[src/rtl/fir_out_buffer.sv]
// fir_out_buffer: show-ahead FIFO behind a FIR filter.
// Back-pressures the filter through its clock enable so no sample is lost.
module fir_out_buffer #(
    parameter int DW    = 18,
    parameter int DEPTH = 8
) (
    input  logic                     clk,
    input  logic                     reset,
    input  logic                     i_valid,
    input  logic [DW-1:0]            i_in,
    output logic                     o_clk_ena,
    output logic                     o_valid,
    output logic [DW-1:0]            o_data,
    input  logic                     i_ready,
    output logic [$clog2(DEPTH):0]   o_count
);

    localparam int AW = $clog2(DEPTH);
    localparam int CW = AW + 1;
    localparam logic [CW:0] DEPTH_W = (CW+1)'(DEPTH);

    logic              ena_q;
    logic [AW-1:0]     wr_ptr_q, wr_ptr_d;
    logic [AW-1:0]     rd_ptr_q, rd_ptr_d;
    logic [CW-1:0]     count_q, count_d;
    logic [DW-1:0]     mem_q [DEPTH];
    logic              w;
    logic              r;
    logic [CW:0]       fill;

    // Handshake decode, enable generation and next-state computation.
    always_comb begin
        w         = i_valid & ena_q;
        o_valid   = (count_q != '0);
        r         = o_valid & i_ready;
        fill      = {1'b0, count_q} + {{CW{1'b0}}, w};
        o_clk_ena = reset & (fill < DEPTH_W);
        o_data    = o_valid ? mem_q[rd_ptr_q] : '0;
        o_count   = count_q;
        wr_ptr_d  = w ? wr_ptr_q + AW'(1) : wr_ptr_q;
        rd_ptr_d  = r ? rd_ptr_q + AW'(1) : rd_ptr_q;
        count_d   = count_q;
        case ({w, r})
            2'b10:   count_d = count_q + CW'(1);
            2'b01:   count_d = count_q - CW'(1);
            default: count_d = count_q;
        endcase
    end

    // Pointers, occupancy and the delayed enable that qualifies writes.
    always_ff @(posedge clk) begin
        if (!reset) begin
            ena_q    <= 1'b0;
            wr_ptr_q <= '0;
            rd_ptr_q <= '0;
            count_q  <= '0;
        end else begin
            ena_q    <= o_clk_ena;
            wr_ptr_q <= wr_ptr_d;
            rd_ptr_q <= rd_ptr_d;
            count_q  <= count_d;
        end
    end

    // Sample storage; contents are deliberately not cleared by reset.
    always_ff @(posedge clk) begin
        if (reset && w) begin
            mem_q[wr_ptr_q] <= i_in;
        end
    end

endmodule

[config.mk]
export PLATFORM = sky130hd
export DESIGN_NAME = fir_out_buffer
export DESIGN_NICKNAME = d
export VERILOG_FILES = /design/src/rtl/fir_out_buffer.sv
export SDC_FILE = /design/constraint.sdc
export NUM_CORES = 1
export LEC_CHECK = 0
export BUFFER_PORTS_ARGS = -buffer_cell sky130_fd_sc_hd__buf_2
export CAP_MARGIN = 10
export CORE_MARGIN = 3
export CORE_UTILIZATION = 45
export DETAILED_ROUTE_END_ITERATION = 16
export GPL_TIMING_DRIVEN = 0
export HOLD_SLACK_MARGIN = 0.05
export MAX_ROUTING_LAYER = met4
export PLACE_DENSITY = 0.64
export SYNTH_ARGS = -nofsm -noshare
export SYNTH_HDL_FRONTEND = slang
export SYNTH_SLANG_ARGS = --single-unit
[constraint.sdc]
create_clock -name clk -period 5.81 [get_ports clk]
set_input_delay 0.581 -clock clk [delete_from_list [all_inputs] [get_ports clk]]
set_output_delay 0.581 -clock clk [all_outputs]
set_load 0.01 [all_outputs]
# Word-level counts from Yosys, hierarchy flattened
# Memories as Yosys holds them, arrays and structs flattened. A register that Yosys moved wholly into a read port is not among the register bits.
# Index checks and enable logic that the tools add are counted.
# word_totals
wordCells	25
n_memories	1
latchBits	0
in_bits	22
ramBits	144
mem_bits_ro	0
ff_bits	11
output_inout_bits	24
# classes
magnitude_cmp	1
mux	6
eq_ne	2
n_reduce_logical	3
n_shift	0
bitwise_logic	3
div	0
mul	0
add_sub_neg	5
# mem_list
memory	depth	width	rd	rd_clocked_by_memory_dff	wr	line_no	text
mem_q	8	18	1	1	1	26	logic [DW-1:0] mem_q [DEPTH];
# op_table
op	count
18-bit 2-to-1 mux	1
4-bit case mux with 2 select lines	1
3-bit by 1-bit adder with 3-bit output, second input constant	2
3-bit 2-to-1 mux	2
4-bit by 1-bit adder with 5-bit output	1
5-bit by 4-bit < comparator with 1-bit output, second input constant	1
4-bit by 1-bit adder with 4-bit output, second input constant	1
4-bit nonzero test	1
4-bit by 1-bit subtractor with 4-bit output, second input constant	1
1-bit AND	3
2-bit by 1-bit == test with 1-bit output, second input constant	1
2-bit == test, second input constant	1
1-bit 2-to-1 mux	2
2-bit nonzero test	1
1-bit logical AND	1

# Logic depth before layout (Yosys ltp)
# depth
depth_word	4
depth_mapped	12
ltp_nobuf	11

# Least setup slack after synthesis
# No wires, ideal clock.
# synth_timing
path_kind	input-to-reg
start	input i_valid
end	memory mem_q[0][0], enable pin
t_arrival_ns	3.019
path_slack_ns	2.345
n_path_buf	0
required_ns	5.364
cell_stages	3
setup_time_ns	0.446
cell_sequence	nand2_1 -> or2_2 -> nor4b_1
# synth_via
elab_chain_len	4
# synth_lines
item	line_no	text
from (decl)	9	input logic i_valid,
1-bit AND	33	w = i_valid & ena_q;
1-bit logical AND	67	if (reset && w) begin
1-bit 2-to-1 mux	67	
1-bit 2-to-1 mux (not written as such)	68	mem_q[wr_ptr_q] <= i_in;
to (decl)	26	
# No other way between the ends.

# Worst setup path in the final report
# layout_timing
start	register count_q[0], in the netlist o_count[0]
end	output o_data[16]
# layout_via
elab_chain_len	2
# layout_lines
item	line_no	text
from (decl)	25	logic [CW-1:0] count_q, count_d;
from (signal assigned)	61	count_q <= count_d;
4-bit nonzero test	34	o_valid = (count_q != '0);
18-bit 2-to-1 mux	38	o_data = o_valid ? mem_q[rd_ptr_q] : '0;
to (decl)	13	output logic [DW-1:0] o_data,
# No other way between the ends.

==> summary.txt <==
Logic synthesis
  • Fraction of registers with async set/reset: 0%
  • Syn Std Cell Area: 6175 sq um
  • Netlist cell types: 32
  • Syn Nets: 334
  • EDFF count, synth: 144
  • Commonest cells post-synth: edfxtp_1 (144), mux4_2 (36), nor2_1 (22), mux2i_1 (20), dfxtp_1 (14)
  • Synth area leaders: edfxtp_1 (70%), mux4_2 (13%), dfxtp_1 (4.5%)
  • Register area share after synthesis: 74.57%
  • Yosys Warn Count: 0
  • Dominant cell type by area after synthesis: edfxtp_1
  • Synth Flop Type: edfxtp_1
  • Most frequent cell after synthesis: edfxtp_1
  • #FFs+latches synth: approximately 160
  • Mapped Avg Cell Area: slightly above 20 sq um
  • Top cell type's share of synthesized area: between 70% and 80%
  • Post-synthesis cell count: 307

CTS
  • CTS root buffer: clkbuf_16
  • Setup Buffers After CTS: 0
  • Post-CTS Hold Buffers: 0
  • Reg clk slew, reported paths: around 0.060 ns
  • Depth of the CTS H-tree: 4
  • Clk sinks: about 160
  • Clock buffer depth: 2
  • Total CTS buffers: 17
  • TritonCTS clock tree: yes
  • Clk Latency, worst-skew pair: around 0.41 ns
  • Post-CTS sizing: 0

Floorplan
  • Core ar.: between 10000 and 15000 sq um
  • Starting density of the core: roughly 46%
  • Rows: 42
  • I/O pin total: between 40 and 50
  • Die Wd: ~120 um
  • Die Height: 123.1 um
  • Die area: 15160 sq um

Detailed routing
  • Vias: 3093
  • DR iter-0 viols: ~200
  • Final wirelength: 11930 um
  • DRC Markers: 0
  • Antenna viol nets, final: 0
  • Initial DRT Pass Iterations: 4
  • Vias/cell: approximately 5.4
  • Routed wire per std cell: 20.74 um

Timing
  • Slew @ Worst Pin: approximately 1.1 ns
  • Setup-failing EPs final: 0
  • Final Max Tran Viols: 0
  • Slew margin rel.: between 20% and 30%
  • Crit path time final: slightly below 3 ns
  • RSZ-0062 raised after global routing: no
  • Final Skew: approximately 0.0049 ns
  • Final hold violations: 0
  • Final TNS setup: 0 ns
  • Max Fclk: around 340 MHz
  • Final period utilization: 50.70%

Setup path
  • Setup CP Type: reg -> out
  • Worst path max stage delay: ~0.89 ns
  • Critical-path maximum fanout: 10
  • Crit end category: output port
  • Worst endpoint required time: approximately 5.2 ns
  • CP max-delay cell: nor4_4
  • Worst path cell trace: nor4_4 -> buf_2 -> nor2_1 -> buf_2
  • Critical path arrival: about 2.4 ns
  • CP Launch Type: flop
  • Crit-path most repeated cell: buf_2

Placed design
  • Cells after DPL: between 500 and 600
  • Placer Congestion: approximately 0.76
  • Post-DP HPWL: between 7000 and 8000 um
  • Port bufs: 45

Finish
  • Fill cells: around 1000
  • Layout cell share with drive strength beyond 1: around 37%
  • Final net count: around 410
  • Non-filler cells, final: ~580
  • Area Overhead vs Synth: 19.96%

Outcome
  • Status: complete, no violations

Power
  • Worst vdd ir: between 200 and 300 uV
  • Leak pwr: between 2 and 2.5 nW
  • Power per Cell Area: a little over 400 nW/um^2

Hold path
  • Hold Path Class: in -> reg

Flow run
  • Max Cap Violations: 0

Global routing
  • Aggregate global routing overflow: 0
  • First-pass GRT wire length: between 15000 and 20000 um
  • Initial antenna violation count: 1
  • Vias in the first global route: between 3000 and 4000
  • Pin count of the biggest net entering global routing: 17
  • All-Layer GR Usage: around 18%
area by class of cell:
cell class              count  area, sq um  area share (%)
flip-flops and latches    158         4604           62.16
multi-input cells         133         1515           20.46
clock buffers              19        432.9           5.845
repair buffers             59        367.9           4.966
well taps                 176        220.2           2.973
clock inverters            13        171.4           2.314
plain buffers              14        82.58           1.115
inverters                   2        10.01          0.1351
diodes                      1        2.502         0.03378
per-layer routing:
layer | vias to the layer above | wire length, um | global-route usage (%)
li1 | 1399 | - | -
met1 | 1588 | 5077 | 22.48
met2 | 85 | 5976 | 27.29
met3 | 21 | 672 | 4.437
met4 | 0 | 201 | 6.505
met5 | - | 0 | -
cell usage in the layout, fill, tap and decap left out, drive strengths merged, types with 3 or more instances in the layout:
cell type,count
a21boi,3
a21oi,3
and2,6
buf,70
bufinv,4
clkbuf,22
clkinv,7
dfxtp,14
edfxtp,144
ha,5
mux2i,20
mux4,36
nand2,9
nand3,5
nor2,22
nor3,4
o21ai,3
xnor2,5
state kept, by name, summed over array words and instances (netlist names), named ones only:
signal	count
ena_q	1
mem_q	144
o_count	4
rd_ptr_q	3
wr_ptr_q	3
logic make-up (layout without fill, tap and decap cells):
| kind of cell | count (synthesis) | in the layout | synth area share, % |
|---|---|---|---|
| flip-flops | 158 | 158 | 74.57 |
| multiplexers | 56 | 56 | 16.37 |
| AND/OR/NAND/NOR | 55 | 55 | 4.560 |
| buffers and inverters | 16 | 107 | 1.500 |
| AO/OA/AOI/OAI | 10 | 10 | 0.9928 |
| XOR/XNOR | 7 | 7 | 0.9929 |
| adder cells (fa/ha/maj) | 5 | 5 | 1.013 |
| other | 0 | 1 | 0 |
critical path: cells and delay by family, from the launching register on:
| family | cells | cell delay [ns] |
|---|---|---|
| simple gates | 2 | 0.98 |
| flops | 1 | 0.41 |
| buf+inv | 2 | 0.55 |
power by group:
group / leakage, nW / total (mW) / internal, mW / switching (mW)
Combinational: 0.769 / 0.609 / 0.267 / 0.342
Clock: 0.292 / 1.12 / 0.712 / 0.409
Sequential: 1.41 / 1.29 / 1.27 / 0.0242
Total: 2.47 / 3.02 / 2.25 / 0.776
stage by stage:
stage	utilization [%]	instance area, sq um	power [mW]	setup slack [ns]	hold WS (ns)
after floorplan	-	6175	1.712	2.345	0.4509
after global placement	49.60	6620	1.919	0.3332	0.4717
after detailed placement	50.95	6800	1.937	2.877	0.4762
after CTS	55.47	7405	3.060	2.820	0.4165
after global routing	55.49	7407	3.157	2.683	0.4166
final	55.49	7407	3.025	2.864	0.4356
path summary, 6_finish.rpt:
check                           startpoint                  endpoint  slack (ns)  cells after the start
setup / recovery   o_count[0]$_SDFFE_PN0P_                o_data[16]        2.86                      4
hold / removal                     i_in[2]     mem_q[4][2]$_DFFE_PP_        0.44                      1
setup reg to reg   o_count[0]$_SDFFE_PN0P_   o_count[2]$_SDFFE_PN0P_        2.89                     11
hold reg to reg   rd_ptr_q[1]$_SDFFE_PN0N_  rd_ptr_q[1]$_SDFFE_PN0N_        0.48                      2
(Power assumes the default switching activity.)
